$ cat config.mk
export PLATFORM = sky130hd
export DESIGN_NAME = uart_receiver
export DESIGN_NICKNAME = d
export VERILOG_FILES = /design/src/rtl/uart_receiver.sv
export SDC_FILE = /design/constraint.sdc
export NUM_CORES = 1
export LEC_CHECK = 0
export ABC_AREA = 0
export CAP_MARGIN = 20
export CORE_ASPECT_RATIO = 0.8
export CORE_MARGIN = 5
export CORE_UTILIZATION = 50
export DETAILED_ROUTE_END_ITERATION = 12
export PLACE_DENSITY_LB_ADDON = 0.2
export SKIP_CTS_REPAIR_TIMING = 1
export SYNTH_ARGS = -nofsm -noshare
export SYNTH_HDL_FRONTEND = slang
export SYNTH_SLANG_ARGS = --single-unit
$ cat constraint.sdc
create_clock -name clk -period 2.4 [get_ports clk]
set_input_delay 0.48 -clock clk [delete_from_list [all_inputs] [get_ports clk]]
set_output_delay 0.48 -clock clk [all_outputs]
set_load 0.005 [all_outputs]
$ cat src/rtl/uart_receiver.sv
// 8N1 UART receive stage: synchronizes serial_in, samples each bit at mid-period,
// and presents bytes on a ready/valid slot with framing and overrun pulses.
module uart_receiver #(
    parameter int CLOCK_FREQ = 125_000_000,
    parameter int BAUD_RATE  = 115_200
) (
    input  logic       clk,
    input  logic       reset,
    input  logic       serial_in,
    output logic [7:0] data_out,
    output logic       data_out_valid,
    input  logic       data_out_ready,
    output logic       framing_error,
    output logic       overrun
);
    localparam int T  = CLOCK_FREQ / BAUD_RATE;
    localparam int S  = T / 2;
    localparam int CW = $clog2(T);
    localparam logic [CW-1:0] CNT_LAST = CW'(T - 1);
    localparam logic [CW-1:0] CNT_MID  = CW'(S);

    typedef enum logic [1:0] {IDLE, START, DATA, STOP} state_t;

    state_t        state;
    logic          sync_a;
    logic          serial_sync;
    logic [CW-1:0] cnt;
    logic [2:0]    bit_idx;
    logic [7:0]    shift;
    logic          sample;
    logic          wrap;
    logic          accept;

    assign sample = (cnt == CNT_MID);
    assign wrap   = (cnt == CNT_LAST);
    assign accept = data_out_valid && data_out_ready;

    // Two-flop synchronizer; resets to the idle line level so reset never fakes a start bit.
    always_ff @(posedge clk) begin
        if (reset) begin
            sync_a      <= 1'b1;
            serial_sync <= 1'b1;
        end else begin
            sync_a      <= serial_in;
            serial_sync <= sync_a;
        end
    end

    always_ff @(posedge clk) begin
        if (reset) begin
            state          <= IDLE;
            cnt            <= '0;
            bit_idx        <= '0;
            shift          <= '0;
            data_out       <= 8'h00;
            data_out_valid <= 1'b0;
            framing_error  <= 1'b0;
            overrun        <= 1'b0;
        end else begin
            framing_error <= 1'b0;
            overrun       <= 1'b0;
            if (accept)
                data_out_valid <= 1'b0;
            cnt <= wrap ? '0 : cnt + 1'b1;

            case (state)
                IDLE: begin
                    cnt <= '0;
                    if (!serial_sync)
                        state <= START;
                end
                START: begin
                    // Line back high at mid start bit: a glitch, not a frame.
                    if (sample && serial_sync) begin
                        state <= IDLE;
                        cnt   <= '0;
                    end else if (wrap) begin
                        state   <= DATA;
                        bit_idx <= '0;
                    end
                end
                DATA: begin
                    if (sample)
                        shift <= {serial_sync, shift[7:1]};
                    if (wrap) begin
                        if (bit_idx == 3'd7)
                            state <= STOP;
                        else
                            bit_idx <= bit_idx + 3'd1;
                    end
                end
                STOP: begin
                    // Leave at mid stop bit so a back-to-back start edge is not missed.
                    if (sample) begin
                        state <= IDLE;
                        cnt   <= '0;
                        if (!serial_sync) begin
                            framing_error <= 1'b1;
                        end else if (!data_out_valid || data_out_ready) begin
                            data_out       <= shift;
                            data_out_valid <= 1'b1;
                        end else begin
                            overrun <= 1'b1;
                        end
                    end
                end
                default: begin
                    state <= IDLE;
                    cnt   <= '0;
                end
            endcase
        end
    end
endmodule

* After elaboration in Yosys (flattened, before gate mapping)
Index checks and enable logic that the tools add are counted.
** Storage, ports and cells
- Output and inout port bits :: 11
- Register bits after elaboration :: 37
** Cells by class
- Multiplexer cells :: 23
- Reductions and logical operators :: 12
- Eq/ne operators :: 14
- Bitwise gates (word level) :: 3
- $add $sub $neg :: 2
** Operators by type and width (count)
- 2-to-1 mux 11 bit :: 3
- one-hot mux 11 bit (3 select lines) :: 1
- != test 2 bit, second input constant :: 7
- 2-to-1 mux 2 bit :: 6
- 2-to-1 mux 3 bit :: 4
- adder 11 x 1 -> 11 bit, second input constant :: 1
- equality test 11 x 10 -> 1 bit, second input constant :: 1
- equality test 11 bit, second input constant :: 1
- AND reduction 5 bit :: 2
- one-hot mux 2 bit (4 select lines) :: 1
- 2-to-1 mux 1 bit :: 7
- one-hot mux 3 bit (2 select lines) :: 1
- equality test 2 bit, second input constant :: 2
- AND reduction 4 bit :: 1
- OR reduction 4 bit :: 1
- adder 3 x 1 -> 3 bit, second input constant :: 1
- equality test 3 bit, second input constant :: 1
- != test 3 bit, second input constant :: 1
- inverter 1 bit :: 3
- OR reduction 3 bit :: 1
- equality test 2 x 1 -> 1 bit, second input constant :: 1
- logical AND 1 bit :: 2
- zero test 2 bit :: 1
- AND reduction 2 bit :: 1
- other kinds (3) :: 3

* Longest topological paths before layout
- Depth after elaboration :: 6
- Depth in mapped cells :: 8
- Mapped depth without buffers :: 6

* Worst setup path after synthesis
Ideal clock, no wire load.
- Path kind :: register -> register
- From :: register cnt[0]
- To :: register cnt[9]
- Data arrival time :: 1.673 ns
- Slack :: 0.665 ns
- Library setup time :: 0.062 ns
- Stages on the path, launching flop included :: 9
- Path through :: dfxtp_1 > inv_1 > ha_1 > nor4bb_2 > buf_6 > nor2b_1 > a311o_2 > buf_6 > nor2_2
** Between the ends
- Cells in the longest elaborated chain, start to end :: 4
- Elaborated cells on any way between the ends :: 8
- Classes of those cells :: 1 x add/sub; 2 x eq/ne; 4 x mux; 1 x reduce/logical
** RTL lines
- start: declaration :: RTL line 27 : logic [CW-1:0] cnt;
- start signal: assignment :: RTL line 64 : cnt <= wrap ? '0 : cnt + 1'b1;
- adder 11 x 1 -> 11 bit (tied with other cells) :: RTL line 64
- 2-to-1 mux 11 bit or logical AND 1 bit (tied branches) :: RTL line 64, 74
- 2-to-1 mux 11 bit (on tied branches) :: RTL line 94, 74
- one-hot mux 11 bit (3 select lines) (*) :: RTL line 66 : case (state)
Every way passes the cells marked *; elsewhere a longest branch is shown, timed or not.
A chain may end at the register's enable or synchronous reset.

* Worst setup path in the final report
- From :: register cnt[0]
- To :: register bit_idx[0]
** Between the ends
- Cells in the longest elaborated chain, start to end :: 4
- Elaborated cells on any way between the ends :: 7
- Classes of those cells :: 5 x eq/ne; 2 x reduce/logical
** RTL lines
- equality test 11 x 10 -> 1 bit :: RTL line 34 : assign sample = (cnt == CNT_MID);
- logical AND 1 bit :: RTL line 74 : if (sample && serial_sync) begin
- != test 2 bit (no line)
- AND reduction 5 bit (no line) (*)
- end signal: assignment :: RTL line 89 : bit_idx <= bit_idx + 3'd1;
- end: declaration :: RTL line 28 : logic [2:0] bit_idx;
Marked as above.

==> metrics <==
CP peak stage delay 0.44 ns; syn_area_per_cell 10.4 sq um; vias in the first global route 1223; CTS buffer count 5; clock sinks 37; dpl hpwl 2.12 mm; setup violators final 0; Fmax achieved 503 MHz; Power Total 1.28 mW; Port Buf Inserts 14; Setup crit end kind flip-flop; Area Growth Syn to Fin 17.5%; clock period minus final worst setup slack 1.99 ns; worst hold path class flip-flop to flip-flop; Max Buffers Root-to-Sink 2; final wirelength 2.96 mm; Final Max Slew Viols 0; Synth top area share 43.9%; filler cell count 268; fin cells 220; fin crit share 82.8%; total gr overflow 0; yosys warns 0; clk slew on worst S/H paths 0.07 ns; number of synthesized flops with an enable pin 0; worst endpoint data arrival time 2.16 ns; area leader, netlist dfxtp_1; DR DRC count 0; register area share after synthesis 43.9%; CTS tree built; largest net degree at the start of global routing 31; Worst VDD drop 0.429 mV; fraction of layout cells with a size suffix above 1 17.2%; Critical Path Start Type flip-flop; crit path kind flip-flop to flip-flop; Critical-path top delay cell nor4bb_2; Leakage 0.786 nW; Worst EP required 2.57 ns; die area 4640 sq um; 1st-pass router iterations 4; Post-DP Area 1850 sq um; core area 3180 sq um; max-cap violations 0; clock latency on the worst-skew pair 0.29 ns; hold_ws 0.410 ns; post-route ant nets 0; post-synthesis net count 172; post-route design area 1980 sq um; Chip Width 75.0 um; Synth area leaders dfxtp_1 44%, mux2i_1 11%, nand2b_1 7.8%; outcome completed; Pwr Density 645 nW/um^2; CP cell instances inv_1 -> ha_1 -> nor4bb_2 -> buf_4 -> a21oi_1 -> o21ai_2 -> mux2_4; Post-Syn Instances 163; Mapped Area 1690 sq um; area of the multi-input gates 892 sq um; Tightest Pin Transition 0.424 ns; vias after detailed routing 1167; Final nets 188; IO Count 15; vias per cell 5.30; DR iter-0 viols 33; GP Congestion 0.755; n_diodes 0; initial antenna violation count 0; Total GRT Usage 15.5%; clk_skew 0.00644 ns; PnR worst setup slack 0.412 ns; pre-CTS setup slack 0.454 ns; floorplan die height 62.0 um; Clock Tree Root clkbuf_8; RSZ-0062 raised after global routing false; fraction of registers with async set/reset 0%; Core Util, Final 62.5%; CP Max Fanout 5; #FFs+latches synth 37; H-tree depth 2; slew margin rel. 71.3%; library cells used by synthesis 37; Final Hold Fails 0; ys flop type dfxtp_1; WL per Instance 13.5 um; dpl cells 212; setup_tns 0 ns; first-pass GRT wire length 5.31 mm; initial core utilization 53.2%; FP Rows 18; storage element area 741 sq um; CP bufs+invs 2; cell family with most CP delay simple AND/OR/NAND/NOR gates
[power by group]
part,internal [mW],switching (mW)
clock,0.413,0.218
sequential,0.617,0.00453
combinational,0.0145,0.0122
[logic make-up after synthesis]
kind of cell | after synthesis | share of synthesized area (%)
compound gates | 10 | 4.60
xor+xnor | 9 | 4.67
fa+ha+maj | 5 | 3.71
buf+inv | 10 | 3.26
flops | 37 | 43.9
mux | 19 | 11.6
simple gates | 73 | 28.3
[per-layer routing]
metal	GRT usage (%)	vias up	share of wire, %
li1	-	593	-
met1	16.8	541	44
met2	25.6	20	48
met3	5.31	13	4.3
met4	10.9	0	3.5
met5	0	-	0
[cell usage in the layout (no fill, tap or decap), types with 3 or more instances in the layout]
master,n
dfxtp_1,37
nand2b_1,21
mux2i_1,18
clkdlybuf4s50_1,14
nor2_2,10
nand2_1,8
xnor2_1,6
nor2_1,5
nor3_1,5
ha_1,5
clkbuf_8,5
inv_1,3
nor2b_1,3
nand3_1,3
xor2_1,3
a311oi_1,3
[final timing paths]
check               from  slack [ns]  cells past startpoint     endpoint
setup / recovery  cnt[0]        0.41                      7   bit_idx[0]
hold reg to reg   sync_a        0.41                      1  serial_sync
setup reg to reg  cnt[0]        0.41                      7   bit_idx[0]
hold / removal    sync_a        0.41                      1  serial_sync
[registers in the layout, summed over array words and instances, names as in the netlist, named ones only]
name	cells
state	1
bit_idx	3
framing_error	1
sync_a	1
serial_sync	1
data_out_valid	1
overrun	1
cnt	11
shift	8
data_out	8
[cells in the mapped netlist (all sizes together), types with 3 or more instances]
library cell / count
mux2i: 18
xor2: 3
nand2b: 21
and3: 3
clkbuf: 3
xnor2: 6
ha: 5
inv: 3
a311oi: 3
nor2: 16
buf: 4
dfxtp: 37
nor2b: 3
nand2: 8
nand3: 4
nor3: 6
[layout make-up]
cell class	instances	share of cell area, %
clock buffer	5	3.47
clock inverter	3	3.28
inverter	3	0.568
multi-input combinational	116	45.0
sequential	37	37.4
tap	40	2.52
timing repair buffer	16	7.82
[worst reg2reg max path: stages (launching register included)]
cell and delay (ns):
dfxtp_1 0.35, inv_1 0.09, ha_1 0.14, nor4bb_2 0.44, buf_4 0.21, a21oi_1 0.07, o21ai_2 0.24, mux2_4 0.32
Power figures use the tool's default switching activity.
